### src/rtl/wdt_timer.sv
// Watchdog timer: counts ticks while enabled and holds timeout once the count reaches the limit.
// Optional tick prescaler is compiled in when WDT_PRESCALE_EN is defined.
module wdt_timer #(
  parameter int CNT_W    = 32,
  parameter int PRESCALE = 4
) (
  input  logic        clk,
  input  logic        rst,
  input  logic        reg_wr,
  input  logic [1:0]  reg_addr,
  input  logic [31:0] reg_wdata,
  output logic [31:0] reg_rdata,
  output logic        timeout
);

  typedef enum logic [1:0] {
    IDLE  = 2'd0,
    COUNT = 2'd1,
    FIRED = 2'd2
  } state_t;

  localparam logic [1:0] ADDR_WDEN   = 2'd0;
  localparam logic [1:0] ADDR_WDLIVE = 2'd1;
  localparam logic [1:0] ADDR_WTOCNT = 2'd2;
  localparam logic [1:0] ADDR_CNT    = 2'd3;

  state_t           state, state_nxt;
  logic [CNT_W-1:0] cnt, cnt_nxt;
  logic [CNT_W-1:0] wtocnt, wtocnt_nxt;
  logic             wden, wden_nxt;
  logic             tick;

  logic wr_wden, wr_lim, enable_evt, disable_evt, kick_evt, restart;

  assign wr_wden     = reg_wr && (reg_addr == ADDR_WDEN);
  assign wr_lim      = reg_wr && (reg_addr == ADDR_WTOCNT);
  assign disable_evt = wr_wden && !reg_wdata[0];
  assign enable_evt  = wr_wden && reg_wdata[0] && (state == IDLE);
  // A kick only counts once the watchdog is running or has fired.
  assign kick_evt    = reg_wr && (reg_addr == ADDR_WDLIVE) && reg_wdata[0]
                       && wden && (state != IDLE);
  assign restart     = enable_evt || kick_evt || disable_evt;

`ifdef WDT_PRESCALE_EN
  localparam int PS_W = $clog2(PRESCALE);

  logic [PS_W-1:0] pre;

  assign tick = (state == COUNT) && (pre == PS_W'(PRESCALE - 1));

  always_ff @(posedge clk or negedge rst) begin
    if (!rst) begin
      pre <= '0;
    end else if (restart || (state != COUNT) || tick) begin
      pre <= '0;
    end else begin
      pre <= pre + PS_W'(1);
    end
  end
`else
  localparam int unused_prescale = PRESCALE;

  assign tick = 1'b1;
`endif

  // NOTE: every output of this block gets a default first, so no path leaves one unassigned and no latch is inferred.
  always_comb begin
    state_nxt  = state;
    cnt_nxt    = cnt;
    wden_nxt   = wden;
    wtocnt_nxt = wtocnt;

    if (wr_lim)  wtocnt_nxt = reg_wdata[CNT_W-1:0];
    if (wr_wden) wden_nxt   = reg_wdata[0];

    // Priority: disable, then enable/kick, then the tick-driven count or fire.
    if (disable_evt) begin
      state_nxt = IDLE;
      cnt_nxt   = '0;
    end else if (enable_evt || kick_evt) begin
      state_nxt = COUNT;
      cnt_nxt   = '0;
    end else if ((state == COUNT) && tick) begin
      if (cnt == wtocnt) state_nxt = FIRED;
      else               cnt_nxt   = cnt + CNT_W'(1);
    end
  end

  // NOTE: sequential state uses non-blocking assignments so every flop samples pre-edge values.
  always_ff @(posedge clk or negedge rst) begin
    if (!rst) begin
      state   <= IDLE;
      cnt     <= '0;
      wtocnt  <= '0;
      wden    <= 1'b0;
      timeout <= 1'b0;
    end else begin
      state   <= state_nxt;
      cnt     <= cnt_nxt;
      wtocnt  <= wtocnt_nxt;
      wden    <= wden_nxt;
      timeout <= (state_nxt == FIRED);
    end
  end

  always_comb begin
    reg_rdata = '0;
    case (reg_addr)
      ADDR_WDEN:   reg_rdata = {31'd0, wden};
      ADDR_WDLIVE: reg_rdata = '0;
      ADDR_WTOCNT: reg_rdata = 32'(wtocnt);
      ADDR_CNT:    reg_rdata = 32'(cnt);
      default:     reg_rdata = '0;
    endcase
  end

endmodule

### config.mk
export PLATFORM = sky130hd
export DESIGN_NAME = wdt_timer
export DESIGN_NICKNAME = d
export VERILOG_FILES = /design/src/rtl/wdt_timer.sv
export SDC_FILE = /design/constraint.sdc
export NUM_CORES = 1
export LEC_CHECK = 0
export ABC_AREA = 1
export BUFFER_PORTS_ARGS = -buffer_cell sky130_fd_sc_hd__buf_4
export CAP_MARGIN = 5
export CELL_PAD_IN_SITES_DETAIL_PLACEMENT = 1
export CELL_PAD_IN_SITES_GLOBAL_PLACEMENT = 1
export CORE_MARGIN = 2
export CORE_UTILIZATION = 47
export CTS_BUF_LIST = sky130_fd_sc_hd__clkbuf_4
export CTS_CLUSTER_DIAMETER = 100
export CTS_CLUSTER_SIZE = 30
export DETAILED_ROUTE_END_ITERATION = 10
export PLACE_DENSITY_LB_ADDON = 0.1
export SYNTH_ARGS = -nofsm -noshare
export SYNTH_HDL_FRONTEND = slang
export SYNTH_SLANG_ARGS = --single-unit
### constraint.sdc
create_clock -name clk -period 4 [get_ports clk]
set_input_delay 0.4 -clock clk [delete_from_list [all_inputs] [get_ports clk]]
set_output_delay 0.4 -clock clk [all_outputs]
set_load 0.02 [all_outputs]
==> reports/metrics.yaml, run 1 <==
status: "finished, final reports clean"
drc: 0
vdd_ir_drop_max_v: 0.000283
post_drt_via_cell_ratio: 5.47
avgSynthCellArea_um2: 7.59
min_path_type: "in -> async"
clock-sinks: 68
rsz0062_at_grt: "false"
die_w_um: 104
cts_tree: "built"
max_stage_delay_ns: 0.60
async_reset_ff_share_pct: 100
grt_max_degree: 69
crit_family: "simple AND/OR/NAND/NOR gates"
worst_slew_pin_slew_ns: 1.04
chipHeight_um: 104
fin_crit_sh_pct: 55.7
dpl.hpwl_mm: 10.9
leakage_nw: 2.33
n_antenna_cell: 0
end_kind: "primary output"
path_class: "in -> out"
initialDrtViolationCount: 179
core_um2: 9730
die-area_um2: 10800
nets: 714
syn_inst: 619
fillers: 1300
cp.arrival_ns: 1.83
holdBufCountCts: 0
postRouteAntennaNets: 0
grt_overflow: 0
firstDrtPassIters: 4
finalSetupViolCount: 0
cts_buffers: 9
synthesis.area_um2: 4700
relSlewSlack_pct: 30.8
post-cts-setup-buffers: 0
ys_seq_area_share_pct: 36.2
syn_to_final_growth_pct: 12.5
final_max_slew_viol_count: 0
grt_pass1_wl_mm: 24.2
synth_edf_count: 0
clock_latency_ns: 0.42
crit_fanout: 26
powerDensity_nw_per_um2: 477
finalClockSkew_ns: 0.00752
num_rows: 36
cp_slowest_cell: "nand2_1"
cts_buffer_depth: 2
wl_mm: 14.6
place.gp.congestion: 0.909
final_cell_area_um2: 5290
antenna_found_initial: 0
dpl_cell_area_um2: 5190
io_buffers: 69
required_ns: 3.60
synth_fp_nets: 657
cts_resized: 0
grtUsageTotal_pct: 28.2
r2r_slack_ns: 1.81
critPathBufInv: 2
tns_ns: 0
ios: 70
drv_cap: 0
clkTransAtPathRegs_ns: 0.11
cpMostUsedCell: "buf_4"
fmax_mhz: 449
hold_ws_ns: 0.0733
ys.flop_type: "dfrtp_1"
root_buffer: "clkbuf_4"
vias: 4436
htreeDepth: 3
start_util_pct: 48.3
drive_gt1_share_pct: 24.0
min_period_ns: 2.23
r2r-end: "cnt[15]"
wl_per_cell_um: 18.0
rr_worst_depth: 10
rr_startpoint: "cnt[21]"
p_total_mw: 2.52
crit_chain: "buf_4 -> nand2_1 -> o21ai_0 -> buf_4"
yosysWarnings: 0
hold_viol: 0
synth-seq-cells: 68
synth.distinct_cells: 37
start_kind: "primary input"
grt_pass1_vias: 4737
layout by cell type (no fill, tap or decap), types with 5 or more instances in the layout:
cell type,n
nand3_1,44
clkbuf_4,13
nor2_1,73
inv_2,16
xor2_1,15
mux2_2,18
a21oi_1,6
o21ai_0,27
buf_4,71
inv_1,34
nand2_1,180
mux2_1,8
xnor2_1,26
o22ai_1,5
nor3_1,18
dfrtp_1,68
o21ai_2,24
sequential cells by signal, summed over array words and instances (netlist names):
name / count
cnt: 32
state: 2
timeout: 1
wden: 1
wtocnt: 32
cell families (layout without fill, tap and decap cells):
kind of cell,count (synthesis),in the layout,share of synthesized area (%)
flops,68,68,36.2
fa+ha+maj,1,1,0.266
compound gates,67,67,9.53
buf+inv,78,137,8.84
simple gates,338,338,31.3
xor+xnor,41,41,7.64
mux,26,26,6.23
where the power goes:
part / internal (mW) / switching, mW
logic: 0.414 / 0.585
registers: 0.852 / 0.280
clock network: 0.147 / 0.245
total: 1.41 / 1.11
worst max-delay path by stage:
| stage | from | endpoint | slack, ns | cells after the start |
|---|---|---|---|---|
| 6_report | reg_addr[0] | reg_rdata[2] | 1.77 | 4 |
| 5_1_grt | reg_addr[0] | reg_rdata[2] | 1.58 | 4 |
| 4_1_cts | reg_addr[0] | reg_rdata[13] | 1.72 | 4 |
| 3_5_place_dp | reg_addr[1] | wtocnt[19] | 1.71 | 6 |
| 3_3_place_gp | reg_addr[1] | wtocnt[26] | 1.78 | 6 |
| 2_1_floorplan | reg_addr[0] | reg_rdata[11] | 2.26 | 4 |
cell usage after synthesis (2+ instances only):
master,instances,area (um^2)
inv_1,34,128
nor2_2,4,25.0
a21oi_1,6,30.0
nor2_1,73,274
mux2_1,8,90.1
clkbuf_1,5,18.8
nand3_1,44,220
buf_4,2,15.0
nor3_1,18,90.1
o21ai_1,2,10.0
mux2_2,18,203
o21ai_2,24,210
inv_4,2,12.5
o22ai_1,5,31.3
nor4_1,2,12.5
dfrtp_1,68,1700
buf_6,14,158
nor3_2,3,30.0
nand3_2,2,20.0
o21ai_0,27,135
inv_2,16,60.1
xor2_1,15,131
nor2_4,2,22.5
nand2_2,3,18.8
xnor2_1,26,228
buf_2,4,20.0
nand4_1,3,18.8
nand2_1,180,676
final cells by class:
type	instances	area, um^2	area share, %
multi-input cells	473	2580	48.9
clock buffers	13	97.6	1.85
repair buffers	71	533	10.1
well taps	133	166	3.15
flip-flops and latches	68	1700	32.2
inverters	53	204	3.86
stage by stage:
stage               instances  util [%]  worst slack, ns
finish                    811      54.3             1.77
global route              811      54.3             1.58
CTS                       811      54.3             1.72
detailed placement        798      53.3             1.71
global placement          798      53.3             1.78
floorplan                 619         -             2.26
routing by layer:
metal  up-vias  share of wire, %  track usage (%)
met1      2181                45             36.3
met4         0               2.9             10.1
met2       102                48             47.9
met5         -                 0                0
li1       2119                 -                -
met3        34               3.8             4.70
(Power assumes the default switching activity.)
==> run 2, diff against run 1 <==
--- a/config.mk
+++ b/config.mk
@@ -11,7 +11,7 @@
 export CELL_PAD_IN_SITES_DETAIL_PLACEMENT = 1
 export CELL_PAD_IN_SITES_GLOBAL_PLACEMENT = 1
 export CORE_MARGIN = 2
-export CORE_UTILIZATION = 47
+export CORE_UTILIZATION = 44
 export CTS_BUF_LIST = sky130_fd_sc_hd__clkbuf_4
 export CTS_CLUSTER_DIAMETER = 100
 export CTS_CLUSTER_SIZE = 30
==> constraint.sdc (replaced) <==
create_clock -name clk -period 2.3 [get_ports clk]
set_input_delay 0.23 -clock clk [delete_from_list [all_inputs] [get_ports clk]]
set_output_delay 0.23 -clock clk [all_outputs]
set_load 0.02 [all_outputs]
==> reports/metrics.yaml, run 2 (synthesis results as in run 1) <==
clkTransAtPathRegs_ns: 0.12  # about the same
grt_pass1_wl_mm: 24.0  # -0.94%
rsz0062_at_grt: "false"
place.gp.congestion: 0.900  # -1.0%
grt_overflow: 0  # unchanged
antenna_found_initial: 0  # unchanged
hold_viol: 0  # unchanged
worst_slew_pin_slew_ns: 0.496  # -0.540 ns
internal_power_mw: 2.63  # +86%
powerDensity_nw_per_um2: 827  # +73%
hold_ws_ns: 0.0274  # -0.0459 ns
nets: 736  # +3.1%
final_max_slew_viol_count: 0  # unchanged
relSlewSlack_pct: 66.9  # +36 points
die_w_um: 107  # +3.2%
final_common_cell: "nand2_1"
fin_ws_ns: 0.227  # -1.54 ns
num_rows: 37  # +2.8%
hold_end: "wtocnt[4]"
dpl.hpwl_mm: 11.0  # +0.82%
clock-sinks: 68  # unchanged
clock_latency_ns: 0.42  # about the same
drv_cap: 0  # unchanged
holdCritStartpoint: "reg_wdata[4]"
min_path_type: "in -> reg"
rr_worst_depth: 10  # unchanged
htreeDepth: 3  # unchanged
start_util_pct: 45.3  # -3.0 points
fillers: 1331  # +2.4%
finalSetupViolCount: 0  # unchanged
vias: 4505  # +1.6%
hold_path_depth: 2
start_kind: "flip-flop"
vdd_ir_drop_max_v: 0.000397  # +40%
die-area_um2: 11500  # +6.5%
firstDrtPassIters: 6  # +2
fin_crit_sh_pct: 90.2
crit_fanout: 27  # +3.8%
clock_power_share_pct: 17.5  # +2.0 points
end_kind: "flip-flop"
status: "finished, final reports clean"
postRouteAntennaNets: 0  # unchanged
grt_pass1_vias: 4848  # +2.3%
combPwrFrac_pct: 40.7  # +1.1 points
reg_top3: "cnt x32, wtocnt x32, state x2"
rr_startpoint: "cnt[28]"
grt_max_degree: 55  # -20%
min_period_ns: 2.07
finalClockSkew_ns: 0.0141  # +0.00662 ns
wl_mm: 15.0  # +2.6%
tns_ns: 0  # unchanged
drive_gt1_share_pct: 25.1  # +1.0 points
path_class: "reg -> reg"
grtUsageTotal_pct: 27.0  # -1.2 points
cts_buffer_depth: 2  # unchanged
root_buffer: "clkbuf_4"
dpl_worst_slack_ns: 0.193  # -1.52 ns
chipHeight_um: 107  # +3.2%
fin_util_pct: 53.4  # -0.94 points
io_buffers: 69  # unchanged
r2r_slack_ns: 0.23  # -1.58 ns
n_antenna_cell: 0  # unchanged
pwr-share-seq_pct: 41.8  # -3.1 points
multiInputGateArea_um2: 2600  # +0.77%
core_um2: 10400  # +6.6%
p_sw_share_pct: 42.5  # -1.5 points
drc: 0  # unchanged
layout_common_cells: "nand2_1, buf_4, nor2_1"
p_total_mw: 4.58  # +81%
post_drt_via_cell_ratio: 5.38  # -1.7%
r2r-end: "cnt[3]"
fmax_mhz: 482
cp.arrival_ns: 2.39  # +0.56 ns
cts_tree: "built"
initialDrtViolationCount: 208  # +16%
cts_buffers: 9  # unchanged
required_ns: 2.62  # -0.98 ns
power.switching_mw: 1.95  # +75%
leakage_nw: 2.45  # +5.3%
ios: 70  # unchanged
syn_to_final_growth_pct: 17.8
wl_per_cell_um: 17.9  # -0.67%
regArea_um2: 1700  # unchanged
run 2: how the worst max path moves through the flow:
stage / slack, ns / endpoint / startpoint / depth (start not counted)
final: 0.23 / cnt[3] / cnt[28] / 10
after global routing: 0.04 / cnt[25] / cnt[0] / 12
after CTS: 0.14 / cnt[25] / cnt[0] / 12
after detailed placement: 0.19 / cnt[7] / cnt[0] / 12
after global placement: 0.25 / cnt[30] / cnt[28] / 10
after floorplan: 0.74 / cnt[16] / cnt[0] / 10
run 2: area by class of cell:
| class | instances | share of cell area [%] |
|---|---|---|
| inverters | 53 | 3.68 |
| repair buffers | 92 | 13.2 |
| clock inverters | 3 | 0.701 |
| clock buffers | 12 | 1.63 |
| multi-input cells | 474 | 47.0 |
| well taps | 136 | 3.07 |
| flip-flops and latches | 68 | 30.7 |
run 2: repair_timing:
action | CTS | global route
resized for setup | 0 | 1
hold buffers | 10 | 0
setup buffers | 0 | 0
setup endpoints to repair | 0 | 30
hold endpoints to repair | 41 | 0
run 2: worst max-delay path, cell delays in order (launching register included):
cell,delay (ns)
dfrtp_1,0.48
xnor2_1,0.25
nand2_1,0.09
nor2_1,0.20
nand2_1,0.09
nor2_1,0.12
nand2_2,0.10
nand2_4,0.21
nand2_8,0.21
nand2_1,0.14
o21ai_2,0.06
run 2: power by group through the flow:
stage | clock, mW | combinational [mW] | sequential, mW
global placement | 0 | 1.75 | 1.91
finish | 0.800 | 1.86 | 1.91
CTS | 0.825 | 1.84 | 1.91
global route | 0.857 | 2.07 | 1.96
floorplan | 0 | 1.44 | 1.79
detailed placement | 0 | 1.81 | 1.93
run 2: layer usage:
| metal | vias up | routed length [um] | track usage [%] |
|---|---|---|---|
| li1 | 2156 | - | - |
| met1 | 2217 | 6610 | 33.7 |
| met2 | 101 | 7400 | 46.9 |
| met3 | 31 | 588 | 4.24 |
| met4 | 0 | 370 | 10.4 |
| met5 | - | 0 | 0 |
run 2: stage by stage:
step | instances | cell area [um^2]
2_1_floorplan | 619 | 4700
3_3_place_gp | 812 | 5290
3_5_place_dp | 812 | 5290
4_1_cts | 837 | 5520
5_1_grt | 838 | 5540
6_report | 838 | 5540
